### src/rtl/exe_mem_pipe_reg.sv
// Elastic EXE->MEM pipeline register: DEPTH cascaded main+skid slices with a
// valid/ready handshake, flush-to-bubble, and saturating stall/flush counters.
module exe_mem_pipe_reg #(
  parameter int CTRL_W = 11,
  parameter int DATA_W = 357,
  parameter int DEPTH  = 1,
  parameter int CNT_W  = 16
) (
  input  logic              clk,
  input  logic              rst,
  input  logic              in_valid,
  output logic              in_ready,
  input  logic [CTRL_W-1:0] ctrl_in,
  input  logic [DATA_W-1:0] data_in,
  input  logic              flush,
  output logic              out_valid,
  input  logic              out_ready,
  output logic [CTRL_W-1:0] ctrl_out,
  output logic [DATA_W-1:0] data_out,
  output logic [CNT_W-1:0]  stall_cnt,
  output logic [CNT_W-1:0]  flush_cnt
);

  logic [DEPTH:0]    chainValid;
  logic [DEPTH:0]    chainReady;
  logic [CTRL_W-1:0] chainCtrl [DEPTH+1];
  logic [DATA_W-1:0] chainData [DEPTH+1];
  logic [DEPTH-1:0]  sliceBusy;

  assign chainValid[0]     = in_valid;
  assign chainCtrl[0]      = ctrl_in;
  assign chainData[0]      = data_in;
  assign in_ready          = chainReady[0];
  assign chainReady[DEPTH] = out_ready;
  assign out_valid         = chainValid[DEPTH];
  assign ctrl_out          = chainCtrl[DEPTH];
  assign data_out          = chainData[DEPTH];

  for (genvar k = 0; k < DEPTH; k++) begin : gSlice
    logic              mainValid_q, mainValid_d;
    logic [CTRL_W-1:0] mainCtrl_q, mainCtrl_d;
    logic [DATA_W-1:0] mainData_q, mainData_d;
    logic              skidValid_q, skidValid_d;
    logic [CTRL_W-1:0] skidCtrl_q, skidCtrl_d;
    logic [DATA_W-1:0] skidData_q, skidData_d;
    logic              accept;
    logic              consume;

    // Ready depends only on our own skid flag, so backpressure never forms a
    // combinational path from out_ready back to in_ready.
    assign chainReady[k]   = !skidValid_q;
    assign chainValid[k+1] = mainValid_q;
    assign chainCtrl[k+1]  = mainCtrl_q;
    assign chainData[k+1]  = mainData_q;
    assign sliceBusy[k]    = mainValid_q | skidValid_q;

    assign accept  = chainValid[k] & !skidValid_q;
    assign consume = mainValid_q & chainReady[k+1];

    always_comb begin
      mainValid_d = mainValid_q;
      mainCtrl_d  = mainCtrl_q;
      mainData_d  = mainData_q;
      skidValid_d = skidValid_q;
      skidCtrl_d  = skidCtrl_q;
      skidData_d  = skidData_q;
      if (flush) begin
        mainValid_d = 1'b0;
        mainCtrl_d  = '0;
        skidValid_d = 1'b0;
        skidCtrl_d  = '0;
      end else if (consume) begin
        if (skidValid_q) begin
          mainValid_d = 1'b1;
          mainCtrl_d  = skidCtrl_q;
          mainData_d  = skidData_q;
          skidValid_d = 1'b0;
          skidCtrl_d  = '0;
        end else if (accept) begin
          mainCtrl_d  = chainCtrl[k];
          mainData_d  = chainData[k];
        end else begin
          mainValid_d = 1'b0;
          mainCtrl_d  = '0;
        end
      end else if (accept) begin
        if (!mainValid_q) begin
          mainValid_d = 1'b1;
          mainCtrl_d  = chainCtrl[k];
          mainData_d  = chainData[k];
        end else begin
          skidValid_d = 1'b1;
          skidCtrl_d  = chainCtrl[k];
          skidData_d  = chainData[k];
        end
      end
    end

    always_ff @(posedge clk) begin
      if (rst) begin
        mainValid_q <= 1'b0;
        mainCtrl_q  <= '0;
        mainData_q  <= '0;
        skidValid_q <= 1'b0;
        skidCtrl_q  <= '0;
        skidData_q  <= '0;
      end else begin
        mainValid_q <= mainValid_d;
        mainCtrl_q  <= mainCtrl_d;
        mainData_q  <= mainData_d;
        skidValid_q <= skidValid_d;
        skidCtrl_q  <= skidCtrl_d;
        skidData_q  <= skidData_d;
      end
    end
  end

  logic [CNT_W-1:0] stallCnt_q, stallCnt_d;
  logic [CNT_W-1:0] flushCnt_q, flushCnt_d;

  // Both counters stick at all-ones rather than wrapping.
  always_comb begin
    stallCnt_d = stallCnt_q;
    flushCnt_d = flushCnt_q;
    if (out_valid && !out_ready && stallCnt_q != '1)
      stallCnt_d = stallCnt_q + CNT_W'(1);
    if (flush && (|sliceBusy) && flushCnt_q != '1)
      flushCnt_d = flushCnt_q + CNT_W'(1);
  end

  always_ff @(posedge clk) begin
    if (rst) begin
      stallCnt_q <= '0;
      flushCnt_q <= '0;
    end else begin
      stallCnt_q <= stallCnt_d;
      flushCnt_q <= flushCnt_d;
    end
  end

  assign stall_cnt = stallCnt_q;
  assign flush_cnt = flushCnt_q;

endmodule

### config.mk
export PLATFORM = sky130hd
export DESIGN_NAME = exe_mem_pipe_reg
export DESIGN_NICKNAME = d
export VERILOG_FILES = /design/src/rtl/exe_mem_pipe_reg.sv
export SDC_FILE = /design/constraint.sdc
export NUM_CORES = 2
export LEC_CHECK = 0
export CAP_MARGIN = 20
export CELL_PAD_IN_SITES_DETAIL_PLACEMENT = 0
export CELL_PAD_IN_SITES_GLOBAL_PLACEMENT = 2
export CORE_MARGIN = 2
export CORE_UTILIZATION = 27
export DETAILED_ROUTE_END_ITERATION = 8
export PLACE_DENSITY_LB_ADDON = 0.1
export SYNTH_ARGS = -nofsm -noshare
export SYNTH_HDL_FRONTEND = slang
export SYNTH_SLANG_ARGS = --single-unit
### constraint.sdc
create_clock -name clk -period 2.3 [get_ports clk]
set_input_delay 0.46 -clock clk [delete_from_list [all_inputs] [get_ports clk]]
set_output_delay 0.46 -clock clk [all_outputs]
set_load 0.03 [all_outputs]
==> run_results.csv <==
group,metric,value,unit
run_status,status,"finished clean",
synthesis,synth_nets,4224,
layout,n_fill_cell,11502,
die,die_w,337,µm
cts,clkSlewWorstSetupHoldPaths,0.06,ns
synthesis,synth_seq_cells,770,
setup_path,path_buf_inv,1,
timing,relSlewSlack,53.0,%
power_and_ir_drop,total_power,0.0334,W
synthesis,synthCells,3849,
layout,layout-drive-gt1-share,7.17,%
global_route,gr-usage-met3,4.83,%
detailed_routing,first_pass_iters,5,
place,placed_cells,5944,
synthesis,yosysWarnings,0,
setup_path,critPathKind,"reg -> out",
synthesis,avgSynthCellArea,7.77,µm²
timing,skew,0.0260,ns
timing,rsz0062_at_grt,"no",
synthesis,ys_types,48,
detailed_routing,drt_iter0_drc,1729,
die,die_area,113000,µm²
timing,fin_setup_tns,0,ns
detailed_routing,vias,28848,
synthesis,synth_flop_cell,"dfxtp_1",
timing,tightest_slew,0.705,ns
setup_path,cp_slowest_cell,"clkdlybuf4s50_1",
run,cap_violations,0,
global_route,grt_remaining_overflow,0,
global_route,grt_first_pass_wirelength,179,mm
die,io_pins,775,
cts,ctsLongestPathBuffers,3,
place,dp_hpwl,85.2,mm
global_route,use_met1,25.1,%
setup_path,critPathMaxStageDelay,0.73,ns
timing,post-route-period-util,98.8,%
timing,finalSetupViolations,0,
detailed_routing,avgViaCountPerCell,4.72,
worst_hold_path,hp-class,"in -> reg",
timing,period_needed,2.27,ns
setup_path,crit_fanout,2,
synthesis,synthArstFlopShare,0,%
cts,cts_hold_buf,0,
global_route,grt_antenna_before_repair,24,
cts,cts_root_buffer,"clkbuf_16",
setup_path,crit_path_start_kind,"flop",
detailed_routing,drc,0,
global_route,grt.busiest_layer,"met2",
cts,cts_sinks,770,
setup_path,cp.arrival,1.81,ns
layout,nNetsFinal,4925,
synthesis,synth_edf_count,0,
die,rows,122,
cts,clock_latency,0.65,ns
global_route,grt.total_usage,20.5,%
die,core,110000,µm²
layout,multiInputGateArea,13100,µm²
global_route,grt_max_degree,133,
setup_path,critPathCaptureType,"output pin",
setup_path,worstPathRequired,1.84,ns
cts,cts.htree.levels,3,
timing,max_freq,440,MHz
global_route,grt_pass1_vias,27679,
layout,area_delta_synth_final,45.4,%
setup_path,crit_chain,"clkdlybuf4s50_1",
cts,cts-buffers-inserted,92,
synthesis,yosysSeqAreaShare,51.5,%
layout,layout.cells.non_filler,6114,
global_route,grt_use_met2,35.2,%
setup_path,crit_family,"buffers and inverters",
synthesis,syn_area,29900,µm²
layout,design_area,43500,µm²
cts,cts_tree,"built",
layout,regArea,15400,µm²
power_and_ir_drop,p_per_area,767,nW/µm²
power_and_ir_drop,irDropWorstVdd,0.411,mV
detailed_routing,postRouteAntennaNets,0,
place,place_area,40500,µm²
detailed_routing,wl,121,mm
die,start_util,27.1,%
place,place.gp.congestion,0.774,
power_and_ir_drop,p_leak,15.4,nW
place,port_buffers,774,
detailed_routing,avgRoutedWirePerCell,19.8,µm
timing,hold_viol,0,
die,die_y,337,µm
timing,drv_slew,0,
Yosys cell counts (6+ instances only):
| master | n | area (µm²) |
|---|---|---|
| a211oi_1 | 12 | 90.1 |
| a21oi_1 | 393 | 1970 |
| a22oi_1 | 11 | 82.6 |
| a311oi_1 | 358 | 3140 |
| buf_2 | 94 | 470 |
| buf_4 | 11 | 82.6 |
| clkbuf_1 | 227 | 852 |
| dfxtp_1 | 770 | 15400 |
| inv_1 | 6 | 22.5 |
| nand2_1 | 1455 | 5460 |
| nand3_1 | 19 | 95.1 |
| nand4_1 | 11 | 68.8 |
| nor2_1 | 380 | 1430 |
| nor2b_1 | 7 | 43.8 |
| nor3_1 | 6 | 30.0 |
| o21ai_0 | 12 | 60.1 |
| o31ai_1 | 9 | 67.6 |
| or3_1 | 10 | 62.6 |
| or4_1 | 9 | 67.6 |
worst paths after layout:
kind / from / endpoint / slack [ns] / cells after the start
max: data_out[66] / data_out[66] / 0.03 / 1
min: rst / flush_cnt[0] / 0.15 / 2
max reg2reg: gSlice[0].skidValid_q / gSlice[0].skidData_q[135] / 0.32 / 9
min reg2reg: gSlice[0].skidCtrl_q[2] / gSlice[0].skidCtrl_q[2] / 0.45 / 2
cell type report:
cell class,instances,share of cell area [%]
sequential,770,35.5
clock inverter,25,0.665
inverter,6,0.0518
antenna,8,0.0460
timing repair buffer,943,23.1
multi-input combinational,2737,30.1
clock buffer,137,6.35
tap,1488,4.28
where the power goes:
part           internal (W)  leakage (nW)  switching (W)  total, W
registers            0.0138          6.28       0.000364    0.0142
logic               0.00191          7.63        0.00241   0.00431
clock network       0.00892          1.52        0.00591    0.0148
total                0.0247          15.4        0.00868    0.0334
flip-flops by register name, indices dropped and copies added, names as in the netlist:
signal	flops
gSlice.skidValid_q	1
stall_cnt	16
gSlice.skidCtrl_q	11
out_valid	1
flush_cnt	16
ctrl_out	11
gSlice.skidData_q	357
data_out	357
layer usage:
metal	part of all wire, %	wire length (µm)	vias up
met4	2.2	2700	28
met1	42	51400	13495
li1	-	-	14480
met2	49	59300	685
met5	0.16	193	-
met3	6.2	7450	160
through the flow:
stage | utilization (%) | hold WS [ns] | worst slack [ns]
floorplan | - | 0.432 | 0.281
global placement | 36.7 | 0.439 | -0.233
detailed placement | 36.7 | 0.445 | -0.273
CTS | 39.4 | 0.110 | 0.00129
global route | 39.4 | 0.141 | 0.000505
finish | 39.5 | 0.147 | 0.0268
cells in the final DEF, fill, tap and decap left out, types with 17 or more instances in the layout:
cell type / netlist / layout
nor2_1: 380 / 380
a21oi_1: 393 / 393
buf_4: 11 / 84
a311oi_1: 358 / 358
dlygate4sd2_1: 0 / 47
clkbuf_8: 0 / 27
clkbuf_16: 0 / 93
dfxtp_1: 770 / 769
clkdlybuf4s50_1: 0 / 725
clkbuf_1: 227 / 17
nand3_1: 19 / 18
buf_12: 0 / 85
nand2_1: 1455 / 1455
kinds of logic (layout without fill, tap and decap cells):
kind of cell    count (synthesis)  in the layout  synth area share [%]
fa+ha+maj                       2              2                0.0836
buf+inv                       342           1111                  4.85
compound gates                803            803                  18.3
flops                         770            770                  51.5
xor+xnor                        1              1                0.0293
simple gates                 1923           1923                  24.9
mux                             8              8                 0.293
other cells                     0              8                     0
repair_timing:
item | CTS | global route
gates resized for setup | 51 | 0
setup endpoints to repair | 48 | 0
buffers inserted | 0 | 0
Power figures use the tool's default switching activity.
